==> src/rtl/mem_port_arbiter_pkg.sv <==
// Shared definitions for the fetch/data memory port arbiter: FSM encoding, grant
// identifiers, access size codes and the default access timeout.
package mem_port_arbiter_pkg;

  typedef enum logic [1:0] {
    StIdle   = 2'b00,
    StAccess = 2'b01,
    StResp   = 2'b10
  } state_e;

  typedef enum logic {
    GrantFetch = 1'b0,
    GrantData  = 1'b1
  } grant_e;

  localparam logic [1:0] SizeByte = 2'b00;
  localparam logic [1:0] SizeHalf = 2'b01;
  localparam logic [1:0] SizeWord = 2'b10;

  localparam int unsigned TimeoutCycDefault = 16;
  // Wide enough for the largest supported timeout (255).
  localparam int unsigned TimeoutCtrWidth   = 8;

  // Round-robin pick; only meaningful when at least one request is high.
  function automatic grant_e arb_pick(input logic if_req, input logic d_req, input grant_e last);
    if (if_req && d_req) begin
      return (last == GrantData) ? GrantFetch : GrantData;
    end
    return d_req ? GrantData : GrantFetch;
  endfunction

endpackage

==> src/rtl/mem_timeout_ctr.sv <==
// Saturating cycle counter with synchronous clear; tc_o flags the Terminal-th enabled cycle
// since the last clear.
module mem_timeout_ctr #(
  parameter int unsigned Width    = 8,
  parameter int unsigned Terminal = 16
) (
  input  logic clk_i,
  input  logic rst_ni,
  input  logic clr_i,
  input  logic en_i,
  output logic tc_o
);

  localparam logic [Width-1:0] LastCnt = Width'(Terminal - 1);

  logic [Width-1:0] cnt_q, cnt_d;

  always_comb begin
    cnt_d = cnt_q;
    if (clr_i) begin
      cnt_d = '0;
    end else if (en_i && (cnt_q != '1)) begin
      cnt_d = cnt_q + 1'b1;
    end
  end

  always_ff @(posedge clk_i or negedge rst_ni) begin
    if (!rst_ni) begin
      cnt_q <= '0;
    end else begin
      cnt_q <= cnt_d;
    end
  end

  // Count holds the number of completed enabled cycles, so Terminal-1 marks the last one.
  assign tc_o = en_i && (cnt_q == LastCnt);

endmodule

==> src/rtl/mem_port_arbiter.sv <==
// Arbitrates an instruction-fetch port and a data port onto a single RAM port with
// round-robin tie-breaking, registered RAM command and an access timeout.
module mem_port_arbiter
  import mem_port_arbiter_pkg::*;
#(
  parameter int unsigned TIMEOUT_CYC = TimeoutCycDefault
) (
  input  logic        clk,
  input  logic        rst,
  input  logic        if_req,
  input  logic [31:0] if_addr,
  output logic        if_ack,
  output logic [31:0] if_rdata,
  input  logic        d_req,
  input  logic        d_we,
  input  logic [31:0] d_addr,
  input  logic [31:0] d_wdata,
  input  logic [1:0]  d_size,
  output logic        d_ack,
  output logic        d_err,
  output logic [31:0] d_rdata,
  output logic        ram_cs,
  output logic        ram_we,
  output logic        ram_oe,
  output logic [31:0] ram_addr,
  output logic [31:0] ram_wdata,
  output logic [1:0]  ram_size,
  input  logic [31:0] ram_rdata,
  input  logic        ram_ready,
  output logic        busy
);

  state_e      state_q, state_d;
  grant_e      grant_q, grant_d;
  grant_e      last_grant_q, last_grant_d;
  grant_e      pick;
  logic [31:0] addr_q, addr_d;
  logic [31:0] wdata_q, wdata_d;
  logic [1:0]  size_q, size_d;
  logic        we_q, we_d;
  logic        err_q, err_d;
  logic [31:0] if_rdata_q, if_rdata_d;
  logic [31:0] d_rdata_q, d_rdata_d;
  logic        ctr_clr, ctr_en, ctr_tc;
  logic        in_resp;

  mem_timeout_ctr #(
    .Width   (TimeoutCtrWidth),
    .Terminal(TIMEOUT_CYC)
  ) u_timeout_ctr (
    .clk_i (clk),
    .rst_ni(rst),
    .clr_i (ctr_clr),
    .en_i  (ctr_en),
    .tc_o  (ctr_tc)
  );

  always_comb begin
    state_d      = state_q;
    grant_d      = grant_q;
    last_grant_d = last_grant_q;
    addr_d       = addr_q;
    wdata_d      = wdata_q;
    size_d       = size_q;
    we_d         = we_q;
    err_d        = err_q;
    if_rdata_d   = if_rdata_q;
    d_rdata_d    = d_rdata_q;
    ctr_clr      = 1'b0;
    ctr_en       = 1'b0;
    pick         = arb_pick(if_req, d_req, last_grant_q);

    unique case (state_q)
      StIdle: begin
        if (if_req || d_req) begin
          state_d      = StAccess;
          grant_d      = pick;
          last_grant_d = pick;
          err_d        = 1'b0;
          ctr_clr      = 1'b1;
          if (pick == GrantData) begin
            addr_d  = d_addr;
            wdata_d = d_wdata;
            size_d  = d_size;
            we_d    = d_we;
          end else begin
            addr_d  = if_addr;
            wdata_d = '0;
            size_d  = SizeWord;
            we_d    = 1'b0;
          end
        end
      end
      StAccess: begin
        ctr_en = 1'b1;
        // A ready in the timeout cycle still completes the access normally.
        if (ram_ready) begin
          state_d = StResp;
          err_d   = 1'b0;
          if (grant_q == GrantData) begin
            d_rdata_d = ram_rdata;
          end else begin
            if_rdata_d = ram_rdata;
          end
        end else if (ctr_tc) begin
          state_d = StResp;
          err_d   = 1'b1;
        end
      end
      StResp: begin
        state_d = StIdle;
      end
      default: begin
        state_d = StIdle;
      end
    endcase
  end

  always_ff @(posedge clk or negedge rst) begin
    if (!rst) begin
      state_q      <= StIdle;
      grant_q      <= GrantFetch;
      last_grant_q <= GrantData;
      addr_q       <= '0;
      wdata_q      <= '0;
      size_q       <= '0;
      we_q         <= 1'b0;
      err_q        <= 1'b0;
      if_rdata_q   <= '0;
      d_rdata_q    <= '0;
    end else begin
      state_q      <= state_d;
      grant_q      <= grant_d;
      last_grant_q <= last_grant_d;
      addr_q       <= addr_d;
      wdata_q      <= wdata_d;
      size_q       <= size_d;
      we_q         <= we_d;
      err_q        <= err_d;
      if_rdata_q   <= if_rdata_d;
      d_rdata_q    <= d_rdata_d;
    end
  end

  // Strobes decode straight from state so an asynchronous reset drops them at once.
  assign busy      = (state_q != StIdle);
  assign ram_cs    = (state_q == StAccess);
  assign ram_we    = ram_cs && we_q;
  assign ram_oe    = ram_cs && !we_q;
  assign ram_addr  = addr_q;
  assign ram_wdata = wdata_q;
  assign ram_size  = size_q;

  // A timed-out fetch produces no pulse; the still-held request is simply re-granted.
  assign in_resp  = (state_q == StResp);
  assign if_ack   = in_resp && (grant_q == GrantFetch) && !err_q;
  assign d_ack    = in_resp && (grant_q == GrantData) && !err_q;
  assign d_err    = in_resp && (grant_q == GrantData) && err_q;
  assign if_rdata = if_rdata_q;
  assign d_rdata  = d_rdata_q;

  a_ack_err_excl: assert property (@(posedge clk) disable iff (!rst) !(d_ack && d_err));
  a_acks_excl:    assert property (@(posedge clk) disable iff (!rst) !(if_ack && d_ack));
  a_resp_one_cyc: assert property (@(posedge clk) disable iff (!rst)
                                   (state_q == StResp) |=> (state_q == StIdle));

endmodule

==> config.mk <==
export PLATFORM = sky130hd
export DESIGN_NAME = mem_port_arbiter
export DESIGN_NICKNAME = d
export VERILOG_FILES = /design/src/rtl/mem_port_arbiter_pkg.sv /design/src/rtl/mem_timeout_ctr.sv /design/src/rtl/mem_port_arbiter.sv
export SDC_FILE = /design/constraint.sdc
export NUM_CORES = 1
export LEC_CHECK = 0
export CAP_MARGIN = 40
export CELL_PAD_IN_SITES_DETAIL_PLACEMENT = 1
export CELL_PAD_IN_SITES_GLOBAL_PLACEMENT = 2
export CORE_ASPECT_RATIO = 0.6
export CORE_MARGIN = 1
export CORE_UTILIZATION = 27
export CTS_CLUSTER_DIAMETER = 80
export CTS_CLUSTER_SIZE = 16
export DETAILED_ROUTE_END_ITERATION = 10
export PLACE_DENSITY = 0.92
export SLEW_MARGIN = 5
export SYNTH_ARGS = -nofsm -noshare
export SYNTH_HDL_FRONTEND = slang
export SYNTH_HIERARCHICAL = 1
export SYNTH_SLANG_ARGS = --single-unit
==> constraint.sdc <==
create_clock -name clk -period 5.9 [get_ports clk]
set_clock_uncertainty 0.1 [all_clocks]
set_input_delay 0.59 -clock clk [delete_from_list [all_inputs] [get_ports clk]]
set_output_delay 0.59 -clock clk [all_outputs]
set_load 0.05 [all_outputs]
# After elaboration in Yosys (flattened, before gate mapping)
# Cells that the tools add are included.
dict set report word_totals {
  regBits 144
  inputBits 136
  out_inout_bits 137
  wordCells 63
}
dict set report op_classes {
  addsub 1
  eq_ne 6
  n_mux 22
  bitwise_logic 1
  n_reduce_logical 22
}
# op count
set ops {}
lappend ops {{2-to-1 mux 32 bit} 2}
lappend ops {{2-to-1 mux 8 bit} 2}
lappend ops {{2-to-1 mux 1 bit} 12}
lappend ops {{logical AND 1 bit} 10}
lappend ops {{AND reduction 3 bit} 3}
lappend ops {{adder 8 x 1 -> 8 bit (second input constant)} 1}
lappend ops {{== test 8 x 4 -> 1 bit (second input constant)} 1}
lappend ops {{2-to-1 mux 2 bit} 4}
lappend ops {{!= test 8 bit (second input constant)} 1}
lappend ops {{nonzero test 2 bit} 3}
lappend ops {{case mux 2 bit (2 select lines)} 1}
lappend ops {{AND reduction 2 bit} 2}
lappend ops {{!= test 3 x 1 -> 1 bit (second input constant)} 1}
lappend ops {{== test 2 x 1 -> 1 bit (second input constant)} 1}
lappend ops {{== test 2 bit (second input constant)} 1}
lappend ops {{logical NOT 1 bit} 2}
lappend ops {{logical NOT 2 bit} 1}
lappend ops {{!= test 2 bit (second input constant)} 1}
lappend ops {{case mux 1 bit (2 select lines)} 1}
lappend ops {{logical OR 1 bit} 1}
lappend ops {{NOT 1 bit} 1}

# Logic depth before layout (Yosys ltp)
dict set report logic_depth {
  word_depth 6
  mapped_depth 8
  mapped_depth_nobuf 6
}

# Hierarchy
# The synthesis kept the hierarchy.
# mod n_inst cells_per_inst area_each_um2 seq_area_each_um2
set by_module_without_submodules {}
lappend by_module_without_submodules {mem_port_arbiter 1 422 5415.2 3404.5}
lappend by_module_without_submodules {mem_timeout_ctr 1 48 490.5 200.2}

# Worst setup path before layout
# OpenSTA, ideal clock, no wires.
dict set report synth_path {
  path_type {register to output}
  from {reg state_q[1]}
  to {out d_ack}
  arrival_ps 2207
  t_required_ps 5210
  path_slack_ps 3003
  stages_incl_launch_ff 3
  n_path_buf 0
  cell_sequence {dfrtp_1 inv_1 nor4b_1}
}
dict set report synth_between {
  elab_chain_len 3
}
# element line
set synth_lines {}
lappend synth_lines {{start: declaration} mem_port_arbiter.sv:33} ;# state_e state_q, state_d;
lappend synth_lines {{start signal: assignment} mem_port_arbiter.sv:121} ;# state_q <= StIdle;
lappend synth_lines {{start signal: assignment} mem_port_arbiter.sv:132} ;# state_q <= state_d;
lappend synth_lines {{== test 2 bit} mem_port_arbiter.sv:155} ;# assign in_resp = (state_q == StResp);
lappend synth_lines {{logical AND 1 bit (2 in series)} mem_port_arbiter.sv:157} ;# assign d_ack = in_resp && (grant_q == GrantData) && !err_q;
lappend synth_lines {{end: declaration} mem_port_arbiter.sv:19} ;# output logic d_ack,
# No other way between the ends.

# Final worst setup path
dict set report layout_path {
  from {in if_req}
  to {reg u_timeout_ctr.cnt_q[0]}
}
dict set report layout_between {
  elab_chain_len 4
  word_cells_on_any_way 5
  classes_between {3 x mux; 2 x reduce/logical}
}
# element line
set layout_lines {}
lappend layout_lines {{start: declaration} mem_port_arbiter.sv:10} ;# input logic if_req,
lappend layout_lines {{logical OR 1 bit *} mem_port_arbiter.sv:75} ;# if (if_req || d_req) begin
lappend layout_lines {{2-to-1 mux 1 bit *} mem_port_arbiter.sv:75}
lappend layout_lines {{2-to-1 mux 1 bit *} mem_port_arbiter.sv:73} ;# unique case (state_q)
lappend layout_lines {{2-to-1 mux 8 bit / nonzero test 2 bit (equally long branches)} --}
lappend layout_lines {{end signal: assignment} mem_timeout_ctr.sv:31} ;# cnt_q <= cnt_d;
lappend layout_lines {{end: declaration} mem_timeout_ctr.sv:16} ;# logic [Width-1:0] cnt_q, cnt_d;
# Mark *: on every way between the ends. The rest lies on a longest branch, timed or not.
# A chain may end at the register's enable or synchronous reset.

==> flow_summary.yaml <==
job:
  cap_violations: 0
global_route:
  grt_pass1_wl_mm: 29.8
  grt_max_degree: 54
  antenna_found_initial: 0
  grt_pass1_vias: 5231
  grt.overflow.total: 0
  grt_usage_pct: 17.8
floorplan:
  dieHeight_um: 117
  die_area_um2: 22500
  io_pins: 273
  rows: 41
  core_area_um2: 21200
  start_util_pct: 27.8
  die_w_um: 193
hold_path:
  hp-class: "flop to flop"
run_status:
  violations: "design-rule violations"
  outcome: "finished, violations left"
pwr:
  p_comb_share_pct: 56.8
  internal-power_mw: 3.41
  p_sw_mw: 3.18
  peakVddDrop_uv: 345
  seqPwrFrac_pct: 26.8
  clkPwrFrac_pct: 16.4
  power_density_nw_per_um2: 693
  switching_share_pct: 48.2
  p_leak_nw: 3.94
cts:
  root_buffer: "clkbuf_16"
  clock_latency_ps: 420
  cts_htree_levels: 4
  clk_path_buf_depth: 2
  cts_sinks: 144
  cts_tree: "built"
  path_clk_slew_ps: 60
  postCtsHoldBufs: 1
  cts_setup_buffers: 0
  cts.repair.resized: 0
  cts_made_buffers: 17
critical_path:
  startpoint_type: "primary input"
  crit_path_end_kind: "flop"
  worstPathArrival_ps: 3230
  crit_type: "primary input to flop"
  cp.required_ps: 6100
  reg2reg_setup_slack_ps: 3000
  cp_max_fo: 45
layout:
  nNetsFinal: 877
  fin_area_um2: 9510
  drive_gt1_share_pct: 15.8
  num_antenna_cells: 0
  area_growth_pct: 61.0
  instances_no_fill: 1032
routing:
  via_count: 4864
  drc: 10
  drt_iter0_drc: 190
  firstDrtPassIters: 9
  vias_per_cell: 4.71
  detail-route-antenna-nets: 0
  wire_per_inst_um: 19.0
  postRouteWirelength_mm: 19.6
logic_synthesis:
  netlist.area_leader.share_pct: 60.6
  yosys_register_bits: 144
  synth_top_cells_by_count: "dfrtp_1, nand2_1, mux2_2, a21oi_1, a22o_1"
  synth_largest_area_cell: "dfrtp_1"
  yosysWarningCount: 6
  synth.distinct_cells: 52
  ys_async_sr_fraction_pct: 100
  syn_inst: 470
  syn_area_per_cell_um2: 12.6
  syn_nets: 607
  synthFlopType: "dfrtp_1"
  synth_area_um2: 5910
  synth_edf_count: 0
  synth.most_common_cell: "dfrtp_1"
  synth.yosys.seq_area_share_pct: 61.0
  yosys-top-cells-area: "dfrtp_1, mux2_2, a22o_1, nand2_1, a31oi_1"
timing:
  fin_crit_sh_pct: 51.4
  setup_tns_ps: 0
  worst_slew_pin_slew_ps: 818
  finalHoldViolCount: 0
  rsz0062_at_grt: "false"
  slew_violations: 0
  fmax_mhz: 330
  max-slew-margin-rel_pct: 45.3
  setup_viol: 0
  period_minus_slack_ps: 3030
placement:
  io_buffers: 272
  dp.final_hpwl_mm: 14.1
  place_congestion: 0.764
  post_dp_cell_area_um2: 8910
  dpl.cell_count: 999
-- cells by family (layout without fill, tap and decap cells) --
kind of cell / count (synthesis) / after routing / share of synthesized area (%)
flip-flops: 144 / 144 / 61.0
AO/OA/AOI/OAI: 120 / 120 / 13.9
AND/OR/NAND/NOR: 102 / 102 / 8.45
multiplexers: 66 / 66 / 12.6
buffers and inverters: 37 / 320 / 3.79
adder cells (fa/ha/maj): 1 / 1 / 0.212
-- final timing paths --
path | from | to | cells after the start
setup / recovery | if_req | u_timeout_ctr/cnt_q[0] | 8
hold / removal | if_rdata[5] | if_rdata[5] | 1
setup reg to reg | state_q[0] | u_timeout_ctr/cnt_q[0] | 7
hold reg to reg | if_rdata[5] | if_rdata[5] | 1
max in group asynchronous | rst | err_q | 3
min in group asynchronous | rst | ram_addr[22] | 2
-- worst max-delay path, stage by stage --
cell             delay [ps]
clkdlybuf4s50_1         530
or2_1                   120
buf_4                   350
nand2_2                 330
buf_16                  280
inv_2                   590
nor2_1                  110
mux2_4                  280
-- flip-flops by register name, indices dropped and copies added (netlist names) --
signal,count
ram_wdata,32
ram_addr,32
ram_size,2
we_q,1
grant_q,1
last_grant_q,1
if_rdata,32
state_q,2
d_rdata,32
err_q,1
u_timeout_ctr/cnt_q,8
-- power by group through the flow --
| stage | Combinational [mW] | Sequential, mW | Clock (mW) |
|---|---|---|---|
| 3_3_place_gp | 3.69 | 1.76 | 0 |
| 2_1_floorplan | 0.851 | 3.31 | 0 |
| 6_report | 3.74 | 1.77 | 1.08 |
| 4_1_cts | 3.77 | 1.78 | 1.11 |
| 3_5_place_dp | 3.76 | 1.78 | 0 |
| 5_1_grt | 3.91 | 1.83 | 1.15 |
-- stage by stage --
step	util (%)	setup slack, ps	hold WS [ps]	power [mW]
final	44.8	2870	396	6.59
after CTS	44.8	2830	405	6.67
after floorplan	-	3000	194	4.17
after detailed placement	42.0	2390	391	5.54
after global routing	44.8	2680	419	6.89
after global placement	41.6	2210	372	5.45
-- final cells by class --
class	instances	area [µm²]
Clock inverter	15	160
Fill cell	2251	11700
Tap cell	279	349
Inverter	5	18.8
Clock buffer	17	425
Timing Repair Buffer	283	2870
Sequential cell	144	3600
Multi-Input combinational cell	289	2080
-- layout by cell type (no fill, tap or decap), drive strengths merged, types with 2 or more instances in the layout --
cell type        n
nand3            4
inv              9
nand4            3
a31oi           32
nor2             6
or3              2
clkbuf          17
o21ai            3
nand2b           4
nor3             4
a22o            34
a21boi           2
a21o             3
nor4b            2
nand2           67
mux2            65
buf             11
a21oi           37
bufinv           2
dfrtp          143
clkinvlp         5
clkinv           4
nor3b            2
clkdlybuf4s50  271
a211oi           4
-- per-layer routing --
metal / track usage, % / part of all wire [%]
met1: 23.0 / 46
met4: 5.89 / 1.4
met5: 0 / 0
met3: 6.79 / 7.6
met2: 27.4 / 45
Note: power is estimated with default switching activity, not from simulation.
